`config.mk`:
```
export PLATFORM = sky130hd
export DESIGN_NAME = uart_command_serializer
export DESIGN_NICKNAME = d
export VERILOG_FILES = /design/src/rtl/uart_command_serializer_pkg.sv /design/src/rtl/uart_command_serializer_timeout_counter.sv /design/src/rtl/uart_command_serializer.sv
export SDC_FILE = /design/constraint.sdc
export NUM_CORES = 2
export LEC_CHECK = 0
export CAP_MARGIN = 15
export CORE_AREA = 2 2 405 407
export DETAILED_ROUTE_END_ITERATION = 10
export DIE_AREA = 0 0 407 409
export SETUP_SLACK_MARGIN = 0.5
export SLEW_MARGIN = 0
export SYNTH_ARGS = -nofsm -noshare
export SYNTH_HDL_FRONTEND = slang
export SYNTH_SLANG_ARGS = --single-unit
```
`constraint.sdc`:
```
create_clock -name clk -period 47.9 [get_ports clk]
set_input_delay 9.58 -clock clk [delete_from_list [all_inputs] [get_ports clk]]
set_output_delay 9.58 -clock clk [all_outputs]
set_load 0.1 [all_outputs]
```
`src/rtl/uart_command_serializer_pkg.sv`:
```
// Shared constants and state encoding for the UART/BLE command path.
// Terminator bytes are common with the receive-side accumulator.
package uart_command_serializer_pkg;

  localparam logic [7:0] UART_TERM_0 = 8'hBE;
  localparam logic [7:0] UART_TERM_1 = 8'hEF;
  localparam logic [7:0] BLE_TERM    = 8'h0D;

  localparam int MAX_CMD_BYTES = 128;

  typedef enum logic [2:0] {
    S_IDLE,
    S_PAYLOAD,
    S_TERM,
    S_DONE,
    S_ERROR
  } state_e;

endpackage

```
`src/rtl/uart_command_serializer_timeout_counter.sv`:
```
// Stall counter for the UART transmit handshake.
// expired fires on the enabled cycle whose increment would reach TIMEOUT.
module uart_tx_timeout_counter #(
  parameter int TIMEOUT = 1026
) (
  input  logic clk,
  input  logic reset,
  input  logic clear,
  input  logic enable,
  output logic expired
);

  localparam int W = $clog2(TIMEOUT + 1);
  localparam logic [W-1:0] LAST = W'(TIMEOUT - 1);

  logic [W-1:0] cnt_q, cnt_d;

  always_comb begin
    cnt_d   = cnt_q;
    expired = 1'b0;
    if (clear) begin
      cnt_d = '0;
    end else if (enable) begin
      if (cnt_q == LAST) begin
        expired = 1'b1;
        cnt_d   = '0;
      end else begin
        cnt_d = cnt_q + 1'b1;
      end
    end
  end

  always_ff @(posedge clk or posedge reset) begin
    if (reset) cnt_q <= '0;
    else       cnt_q <= cnt_d;
  end

endmodule

```
`src/rtl/uart_command_serializer.sv`:
```
// Streams a latched command buffer byte-by-byte to the UART transmitter.
// Define UART_CMD_SERIALIZER_TERM_EN to append the UART/BLE terminator.
module uart_command_serializer
  import uart_command_serializer_pkg::*;
#(
  parameter int MAX_BYTES = MAX_CMD_BYTES,
  parameter int TIMEOUT   = 1026
) (
  input  logic                   clk,
  input  logic                   reset,
  input  logic [MAX_BYTES*8-1:0] input_data,
  input  logic [7:0]             input_data_size,
  input  logic                   start,
  input  logic                   ble_side,
  input  logic                   tx_ready,
  output logic [7:0]             output_data,
  output logic                   output_valid,
  output logic                   busy,
  output logic                   done,
  output logic                   error
);

  localparam int IW = $clog2(MAX_BYTES);

  state_e               state_q, state_d;
  logic [MAX_BYTES*8-1:0] buf_q, buf_d;
  logic [7:0]           size_q, size_d;
  logic [IW-1:0]        idx_q, idx_d;
  logic                 error_q, error_d;
  logic                 pending;
  logic                 tmo_en;
  logic                 tmo_expired;
  logic [7:0]           cur_byte;

`ifdef UART_CMD_SERIALIZER_TERM_EN
  logic                 ble_q, ble_d;
  logic                 term_q, term_d;
  logic [7:0]           term_byte;

  assign term_byte = ble_q  ? BLE_TERM :
                     term_q ? UART_TERM_1 : UART_TERM_0;
`else
  logic                 unused_ble;

  assign unused_ble = ble_side;
`endif

  // A byte is offered in both payload and terminator phases.
  assign pending  = (state_q == S_PAYLOAD) || (state_q == S_TERM);
  assign tmo_en   = pending & ~tx_ready;
  assign cur_byte = buf_q[{idx_q, 3'b000} +: 8];

  uart_tx_timeout_counter #(
    .TIMEOUT (TIMEOUT)
  ) u_tmo (
    .clk     (clk),
    .reset   (reset),
    .clear   (~tmo_en),
    .enable  (tmo_en),
    .expired (tmo_expired)
  );

  always_comb begin
    state_d      = state_q;
    buf_d        = buf_q;
    size_d       = size_q;
    idx_d        = idx_q;
    error_d      = error_q;
`ifdef UART_CMD_SERIALIZER_TERM_EN
    ble_d        = ble_q;
    term_d       = term_q;
`endif
    output_valid = pending;
    output_data  = 8'h00;
    busy         = pending;
    done         = 1'b0;
    error        = error_q;
    unique case (state_q)
      S_IDLE: begin
        if (start) begin
          buf_d   = input_data;
          size_d  = input_data_size;
          idx_d   = '0;
          error_d = 1'b0;
`ifdef UART_CMD_SERIALIZER_TERM_EN
          ble_d   = ble_side;
          term_d  = 1'b0;
`endif
          if (input_data_size == 8'd0 ||
              input_data_size > MAX_BYTES) begin
            state_d = S_ERROR;
            error_d = 1'b1;
          end else begin
            state_d = S_PAYLOAD;
          end
        end
      end
      S_PAYLOAD: begin
        output_data = cur_byte;
        if (tx_ready) begin
          if (idx_q == IW'(size_q - 8'd1)) begin
`ifdef UART_CMD_SERIALIZER_TERM_EN
            state_d = S_TERM;
`else
            state_d = S_DONE;
`endif
          end else begin
            idx_d = idx_q + 1'b1;
          end
        end
      end
`ifdef UART_CMD_SERIALIZER_TERM_EN
      S_TERM: begin
        output_data = term_byte;
        if (tx_ready) begin
          if (ble_q || term_q) state_d = S_DONE;
          else                 term_d  = 1'b1;
        end
      end
`endif
      S_DONE: begin
        done    = 1'b1;
        state_d = S_IDLE;
      end
      S_ERROR: state_d = S_IDLE;
      default: state_d = S_IDLE;
    endcase
    // A stalled byte is abandoned, not retried.
    if (tmo_expired) begin
      state_d = S_ERROR;
      error_d = 1'b1;
    end
  end

  always_ff @(posedge clk or posedge reset) begin
    if (reset) begin
      state_q <= S_IDLE;
      buf_q   <= '0;
      size_q  <= '0;
      idx_q   <= '0;
      error_q <= 1'b0;
`ifdef UART_CMD_SERIALIZER_TERM_EN
      ble_q   <= 1'b0;
      term_q  <= 1'b0;
`endif
    end else begin
      state_q <= state_d;
      buf_q   <= buf_d;
      size_q  <= size_d;
      idx_q   <= idx_d;
      error_q <= error_d;
`ifdef UART_CMD_SERIALIZER_TERM_EN
      ble_q   <= ble_d;
      term_q  <= term_d;
`endif
    end
  end

endmodule

```
==> key figures <==
Finish
  • Synthesis-to-layout area growth: 33.2%
  • Ratio of cells with drive above 1 in the final layout: between 7 and 8%
  • Layout net count: 7,232
  • Multi-input logic area: 20,400 um^2
  • FILL cells: 16,200
  • Sequential Area: approximately 26,000 um^2

Drt
  • Initial drt markers: 3,843
  • DRT Pass-1 Iters: 5
  • Final routed DRC violation total: 0
  • Remaining antenna violation count: 0
  • Routed WL: roughly 190 mm
  • Vias/cell: 4.79
  • Routed via count: 40,700
  • Routed len/inst: around 22 um

Global routing
  • Initial antenna violation count: 90
  • Pin count of the biggest net entering global routing: between 200 and 250
  • Grt ovf: 0
  • First-pass GRT wire length: 276 mm
  • GRT Util Overall: 22.5%
  • Vias in the first global route: between 40,000 and 50,000

Synthesis
  • Synth cell types: 53
  • Synth Area in Compound Gates: 3.83%
  • Syn_area_per_cell: 9.10 um^2
  • Post-synth top area share: between 50% and 60%
  • Cell Area, Synth: 48,400 um^2
  • Number of synthesized flops with an enable pin: 0
  • Cells after synthesis: 5,314
  • Count leader, synth: nand2_1
  • Synth Warn #: 0
  • Mux cell area share after synthesis: roughly an eighth
  • Seq/Total Area, Yosys: 54.5%
  • Post-Synth XOR/XNOR Area: 0.380%
  • Post-synthesis simple-gate area fraction: 25.7%
  • Top_reg_cell synth: dfrtp_1
  • Register bit total from synthesis: about 1,100
  • Synth area leader: dfrtp_1
  • Main area contributors after synthesis: dfrtp_1, nand2_1, mux4_2
  • Largest family of logic cells by synthesized area: simple AND/OR/NAND/NOR gates
  • Async set-or-reset flop fraction in the synthesized netlist: 100%
  • Syn Nets: 6,355
  • Synth cell count leaders: nand2_1, dfrtp_1, clkbuf_1
  • Adder-Cell Fraction of Synth Area: 0.103%

Floorplan
  • Chip Width: roughly 400 um
  • Initial Utilization: 29.9%
  • # IOs: 1,049
  • FP Rows: 148
  • CORE AREA: 162,000 um^2
  • Die Ht: 409 um
  • Die area: 166,000 um^2

Clock network
  • Root Driver: clkbuf_16
  • Number of CTS-inserted buffers: 118
  • Clock Latency Late Sink: 0.76 ns
  • CTS tree: yes
  • Clk sinks: 1,053
  • # hold bufs at CTS: 0
  • Setup bufs post-CTS: 0
  • Htree depth: 3
  • CTS Buffer Depth: 3
  • CTS-repair resized insts: 0
  • Worst-path clk slew: roughly 0.06 ns

Worst setup path
  • Max FO, Critical Path: 53
  • Crit path launch type: register
  • WS Path Type: reg -> out
  • Endpoint type of the worst setup path: primary output
  • Critical Path AT: 7.73 ns
  • WP data required: 38.32 ns

Placed design
  • IO Port Bufs: 1,047
  • GP Congestion: 0.878
  • Place WS: roughly 31 ns
  • Detailed Place HPWL: between 100 and 150 mm

Timing
  • Final slew viol count: 0
  • Final worst slack: 30.59 ns
  • Hold Fails Final Rpt: 0
  • Crit share post-route: 36.1%
  • Setup TNS: 0 ns
  • Worst rel slew slack: between 15 and 20%
  • Final clock skew: 0.0486 ns
  • RSZ-0062 raised after global routing: no
  • Fin Hold WS: 0.466 ns
  • Measured slew at the worst slew-check pin: ~1.3 ns
  • Final setup vio count: 0
  • Final min period: roughly 17 ns
  • Fmax: 57.8 MHz

Worst hold path
  • Worst Hold Class: reg -> reg

Pwr
  • Leak: 0.0310 uW
  • PD cells: 61.6 nW/um^2
  • Worst VDD drop: about 0.000043 V

Run
  • Max-Cap Viols: 0

Run status
  • Status: finished clean
==> routing by layer <==
layer  vias to the layer above  GRT usage, %  routed length, um  part of all wire (%)
li1                      18900             -                  -                     -
met2                      1295          36.4              91800                    48
met5                         -             0                348                  0.18
met1                     20200          28.9              79000                    41
met3                       327          4.69              12500                   6.6
met4                        48          9.78               7390                   3.9
==> sequential cells by signal, summed over array words and instances, names as in the netlist <==
name	cells
buf_q	1024
error	1
idx_q	7
size_q	7
state_q	3
u_tmo.cnt_q	11
==> where the power goes <==
part	leakage, uW	total [uW]	switching (uW)	internal (uW)
registers	0.0131	1570	262	1300
clock network	0.00190	912	396	515
logic	0.0160	1490	867	622
total	0.0310	3970	1530	2440
==> kinds of logic after synthesis <==
kind of cell    after synthesis
simple gates               3263
xor+xnor                     21
mux                         386
flops                      1053
compound gates              239
fa+ha+maj                     4
buf+inv                     348
==> worst max-delay path, stage by stage, from the launching register on <==
cell and delay (ns):
dfrtp_4 0.85, buf_4 0.83, buf_4 0.70, buf_4 0.77
buf_4 0.86, mux2i_1 0.17, a221oi_1 0.45, nand2_1 0.37
nand3_1 0.20, nor3_1 0.07, a31oi_1 0.21, clkdlybuf4s50_1 1.26
==> layout by cell type (no fill, tap or decap), types with 24 or more instances in the layout <==
master / n
buf_4: 50
clkbuf_8: 25
a31oi_1: 24
nor2_1: 26
dfrtp_1: 1048
a22oi_1: 80
clkbuf_1: 27
nand3_1: 33
mux2i_1: 218
diode_2: 51
mux4_2: 152
nand2_1: 3141
clkbuf_16: 118
clkdlybuf4s50_1: 1042
==> worst paths after layout <==
| kind | start | end | slack, ns | cells after the start |
|---|---|---|---|---|
| max | idx_q[0] | output_data[0] | 30.59 | 11 |
| min | buf_q[161] | buf_q[161] | 0.47 | 2 |
| max reg2reg | state_q[1] | buf_q[849] | 42.50 | 8 |
| min reg2reg | buf_q[161] | buf_q[161] | 0.47 | 2 |
| max in group asynchronous | reset | buf_q[378] | 34.17 | 6 |
| min in group asynchronous | reset | buf_q[133] | 9.40 | 2 |
==> per-stage QoR <==
stage	power (uW)	util, %	std cells	area (um^2)
finish	3970	39.8	8509	64400
global route	4230	39.7	8499	64400
CTS	4010	39.7	8458	64300
detailed placement	3090	37.3	8246	60400
global placement	3040	37.3	8246	60400
floorplan	2560	-	5314	48400
==> cell type report <==
| cell class | instances | share of cell area, % |
|---|---|---|
| clock buffers | 170 | 5.28 |
| inverters | 6 | 0.0466 |
| repair buffers | 1099 | 17.0 |
| well taps | 2175 | 4.22 |
| multi-input cells | 3913 | 31.6 |
| flip-flops and latches | 1053 | 40.9 |
| diodes | 51 | 0.198 |
| clock inverters | 42 | 0.724 |
(Power assumes the default switching activity.)
